$ cat config.mk
export PLATFORM = sky130hd
export DESIGN_NAME = pipe_ctrl
export DESIGN_NICKNAME = d
export VERILOG_FILES = /design/src/rtl/pipe_ctrl_pkg.sv /design/src/rtl/pipe_ctrl_load_use_detect.sv /design/src/rtl/pipe_ctrl.sv
export SDC_FILE = /design/constraint.sdc
export NUM_CORES = 1
export LEC_CHECK = 0
export CORE_MARGIN = 4
export CORE_UTILIZATION = 47
export DETAILED_ROUTE_END_ITERATION = 8
export GPL_ROUTABILITY_DRIVEN = 0
export PLACE_DENSITY = 0.83
export SETUP_SLACK_MARGIN = 0.5
export SYNTH_ARGS = -nofsm -noshare
export SYNTH_HDL_FRONTEND = slang
export SYNTH_HIERARCHICAL = 1
export SYNTH_SLANG_ARGS = --single-unit
$ cat constraint.sdc
create_clock -name clk -period 3.1 [get_ports clk]
set_input_delay 0.62 -clock clk [delete_from_list [all_inputs] [get_ports clk]]
set_output_delay 0.62 -clock clk [all_outputs]
set_load 0.005 [all_outputs]
$ cat src/rtl/pipe_ctrl_pkg.sv
// Shared constants for the pipeline control unit: stall vectors, FSM states
// and the register address that ID treats as a NOP target.
package pipe_ctrl_pkg;

    localparam logic [5:0] STALL_NONE = 6'b000000;
    localparam logic [5:0] STALL_ID   = 6'b000111;
    localparam logic [5:0] STALL_EX   = 6'b001111;

    localparam logic [4:0] NOP_REG_ADDR = 5'd0;

    typedef enum logic [1:0] {
        RUN     = 2'd0,
        MC_BUSY = 2'd1,
        MC_DONE = 2'd2
    } mc_state_t;

endpackage

$ cat src/rtl/pipe_ctrl_load_use_detect.sv
// Combinational load-use hazard compare between an EX-stage load and the
// two ID read ports; writes to the NOP register never create a hazard.
module load_use_detect
    import pipe_ctrl_pkg::*;
(
    input  logic       ex_is_load_i,
    input  logic [4:0] ex_waddr_i,
    input  logic       id_re1_i,
    input  logic [4:0] id_raddr1_i,
    input  logic       id_re2_i,
    input  logic [4:0] id_raddr2_i,
    output logic       hazard_o
);

    logic port1_hit;
    logic port2_hit;

    always_comb begin
        port1_hit = id_re1_i && (id_raddr1_i == ex_waddr_i);
        port2_hit = id_re2_i && (id_raddr2_i == ex_waddr_i);
        hazard_o  = ex_is_load_i && (ex_waddr_i != NOP_REG_ADDR) && (port1_hit || port2_hit);
    end

endmodule

$ cat src/rtl/pipe_ctrl.sv
// Pipeline control: merges ID/EX stall sources into a hold vector, squashes
// IF/ID on taken branches, sequences multi-cycle EX ops, counts stall cycles.
module pipe_ctrl
    import pipe_ctrl_pkg::*;
#(
    parameter int MC_CYCLES = 32,
    parameter int CNT_W     = 32
) (
    input  logic             clk,
    input  logic             rst,
    input  logic             id_stallreq_i,
    input  logic             id_be_i,
    input  logic             id_re1_i,
    input  logic             id_re2_i,
    input  logic [4:0]       id_raddr1_i,
    input  logic [4:0]       id_raddr2_i,
    input  logic             ex_is_load_i,
    input  logic [4:0]       ex_waddr_i,
    input  logic             ex_mc_start_i,
    input  logic             mc_abort_i,
    output logic [5:0]       stall_o,
    output logic             flush_o,
    output logic             mc_busy_o,
    output logic             mc_done_o,
    output logic [CNT_W-1:0] stall_cnt_o
);

    localparam int MC_CNT_W = $clog2(MC_CYCLES) + 1;
    localparam logic [MC_CNT_W-1:0] MC_LOAD = MC_CNT_W'(MC_CYCLES - 1);
    localparam logic [MC_CNT_W-1:0] MC_LAST = MC_CNT_W'(1);

    mc_state_t             state;
    logic [MC_CNT_W-1:0]   cnt;
    logic                  load_use;

    load_use_detect u_load_use_detect (
        .ex_is_load_i (ex_is_load_i),
        .ex_waddr_i   (ex_waddr_i),
        .id_re1_i     (id_re1_i),
        .id_raddr1_i  (id_raddr1_i),
        .id_re2_i     (id_re2_i),
        .id_raddr2_i  (id_raddr2_i),
        .hazard_o     (load_use)
    );

    always_ff @(posedge clk) begin
        if (rst) begin
            state <= RUN;
            cnt   <= '0;
        end else begin
            case (state)
                RUN: begin
                    if (ex_mc_start_i) begin
                        state <= MC_BUSY;
                        cnt   <= MC_LOAD;
                    end
                end
                MC_BUSY: begin
                    if (mc_abort_i) begin
                        state <= RUN;
                        cnt   <= '0;
                    end else begin
                        cnt <= cnt - 1'b1;
                        if (cnt == MC_LAST) begin
                            state <= MC_DONE;
                        end
                    end
                end
                MC_DONE: begin
                    state <= RUN;
                end
                default: begin
                    state <= RUN;
                    cnt   <= '0;
                end
            endcase
        end
    end

    // Outputs are Mealy on state plus inputs; all forced low while rst is high.
    always_comb begin
        stall_o   = STALL_NONE;
        mc_busy_o = 1'b0;
        mc_done_o = 1'b0;
        if (!rst) begin
            case (state)
                RUN: begin
                    if (ex_mc_start_i) begin
                        stall_o = STALL_EX;
                    end else if (load_use) begin
                        stall_o = STALL_ID;
                    end
                end
                MC_BUSY: begin
                    mc_busy_o = 1'b1;
                    if (!mc_abort_i) begin
                        stall_o = STALL_EX;
                    end
                end
                MC_DONE: begin
                    mc_done_o = 1'b1;
                end
                default: begin
                    stall_o = STALL_NONE;
                end
            endcase
        end
        flush_o = !rst && id_stallreq_i && id_be_i && !stall_o[1];
    end

    always_ff @(posedge clk) begin
        if (rst) begin
            stall_cnt_o <= '0;
        end else if ((stall_o != STALL_NONE) && (stall_cnt_o != '1)) begin
            stall_cnt_o <= stall_cnt_o + 1'b1;
        end
    end

endmodule

==> flow_summary.ini, run 1 <==
[finish]
nFillCells = 267
multi_input_area_um2 = 1612
final_core_util_pct = 80.62
drive_gt1_share_pct = 32.50
instances_no_fill = 413
register_area_um2 = 800.8
final_net_count = 387
area.growth.synth_to_final_pct = 61.78

[timing]
relSlewSlack_pct = 61.74
worst_slew_pin_slew_ns = 0.5727
maxSlewViolCount = 0
fin_crit_sh_pct = 92.77
holdWs_ns = 0.5086
rsz0062_at_grt = yes
setup_viol_count_final = 0
skew_ns = 0.005842
hold_viol = 0
fmax_ghz = 0.3477
fin_ws_ns = 0.2242
finalWorstPathRequiredPeriod_ns = 2.876

[logic_synthesis]
ys_warn_count = 6
synth.distinct_cells = 48
synth-edff-count = 0
ys_ff_latch = 40
ys_async_sr_fraction_pct = 0
synth_common_cells = dfxtp_1, a21oi_1, nand3_1
yosysMostFrequentCell = dfxtp_1
synth_area_leader_cell = dfxtp_1
netlist_area_um2 = 2230
netlist_instances = 272
ys_seq_area_share_pct = 35.91
ys.flop_type = dfxtp_1
synth_area_leaders = dfxtp_1, a21oi_1, or4_1
syn_area_per_cell_um2 = 8.197
yosysTopAreaCellShare_pct = 35.91

[die]
top_level_ports = 65
dieArea_um2 = 5910
num_rows = 24
die_w_um = 76.88
die-height_um = 76.88
start_util_pct = 49.83
coreArea_um2 = 4474

[status]
outcome = finished clean

[clock_network]
clkLatencyLatePin_ns = 0.30
path_clk_slew_ns = 0.07
clockBufferDepth = 2
htreeDepth = 2
cts-root-buf = clkbuf_8
hold_buffers = 0
clock-sinks = 40
cts_tree = done
numCtsBuffers = 5

[drt]
ant_nets = 0
drt_iter0_drc = 297
avgRoutedWirePerCell_um = 19.85
vias_per_cell = 6.400
vias = 2643
wirelength_um = 8198
dr.pass1.iters = 6
drc = 0

[setup_path]
arrival_ns = 2.26
crit_type = in2out
critPathRequiredTime_ns = 2.48
start_kind = primary input
critPathCaptureType = primary output
path_max_fanout = 4

[placement]
place_ws_ns = -0.4694
io_buffers = 62
hpwl_um = 4393
place_inst = 390

[power_and_ir_drop]
power_density_nw_per_um2 = 303.4
peakVddDrop_v = 0.0001838
p_total_mw = 1.094
cellLeakagePower_nw = 1.210

[grt]
grt_max_degree = 20
grt_pass1_vias = 2477
antenna_found_initial = 1
track_usage_pct = 24.83
grt_pass1_wl_um = 12000
grt_overflow = 0

[worst_hold_path]
min_path_type = reg2reg

[job]
drv_cap = 0
==> cell usage in the layout, fill, tap and decap left out, types with 9 or more instances in the layout <==
cell / count
o21ai_0: 9
nand2_1: 13
a21oi_1: 11
dfxtp_1: 40
a21oi_2: 17
clkdlybuf4s50_1: 43
buf_4: 15
buf_6: 23
or4_4: 9
nand3_1: 16
nor2_1: 13
==> layer usage <==
layer  wire, um  track usage (%)  share of wire, %  vias up
met5          0                0                 0        -
met4        300            11.96               3.7        0
met3        553            4.801               6.7       31
met2       4159            42.60                51      148
met1       3184            29.57                39     1255
li1           -                -                 -     1209
==> power breakdown <==
| part | internal, mW | switching (mW) | total [mW] |
|---|---|---|---|
| clock network | 0.153 | 0.191 | 0.345 |
| registers | 0.523 | 0.0134 | 0.537 |
| logic | 0.118 | 0.0951 | 0.213 |
==> registers in the layout, summed over array words and instances, names as in the netlist <==
register	flops
cnt	6
state	2
stall_cnt_o	32
==> cell families after synthesis <==
group | after synthesis | synth area share [%]
adder cells (fa/ha/maj) | 3 | 1.684
AND/OR/NAND/NOR | 110 | 29.12
AO/OA/AOI/OAI | 73 | 20.48
multiplexers | 1 | 0.4490
other | 1 | 0.1682
XOR/XNOR | 16 | 6.285
buffers and inverters | 28 | 5.892
flip-flops | 40 | 35.91
==> through the flow <==
step / cell area (um^2) / setup TNS [ns]
6_report: 3607 / 0
4_1_cts: 3312 / 0
3_5_place_dp: 3009 / -8.193
5_1_grt: 3607 / 0
3_3_place_gp: 3009 / -6.532
2_1_floorplan: 2260 / 0
==> final timing paths <==
path	startpoint	to	slack, ns	cells past startpoint
worst max-delay path	ex_waddr_i[3]	stall_o[0]	0.22	10
worst min-delay path	cnt[5]	cnt[5]	0.51	2
worst max register to register	stall_cnt_o[2]	stall_cnt_o[23]	0.25	6
worst min register to register	cnt[5]	cnt[5]	0.51	2
==> repair_timing <==
action                     in CTS  in global routing
pin swaps                      25                 32
setup buffers                  11                  1
setup endpoints to repair      38                 32
cloned                          3                  0
gates resized for setup        94                 64
==> critical path, cell delays in order <==
cell,delay [ns]
buf_8,0.10
or4_4,0.53
o21ai_2,0.15
a21oi_2,0.05
or3_4,0.35
nand2_4,0.08
buf_6,0.11
inv_4,0.04
buf_6,0.12
buf_6,0.11
==> layout make-up <==
cell class / instances / area share (%)
diodes: 1 / 0.06937
clock inverters: 1 / 0.1387
inverters: 9 / 1.110
multi-input cells: 205 / 44.68
clock buffers: 6 / 2.012
well taps: 52 / 1.804
flip-flops and latches: 40 / 22.20
repair buffers: 99 / 27.99
Power figures use the tool's default switching activity.
==> run 2: changes to the inputs <==
--- a/config.mk
+++ b/config.mk
@@ -7,6 +7,7 @@
 export LEC_CHECK = 0
 export CORE_MARGIN = 4
 export CORE_UTILIZATION = 47
+export CTS_CLUSTER_DIAMETER = 200
 export DETAILED_ROUTE_END_ITERATION = 8
 export GPL_ROUTABILITY_DRIVEN = 0
 export PLACE_DENSITY = 0.83
==> results of run 2 <==
Same layout as run 1: the final DEF is identical, and so are final timing and power.
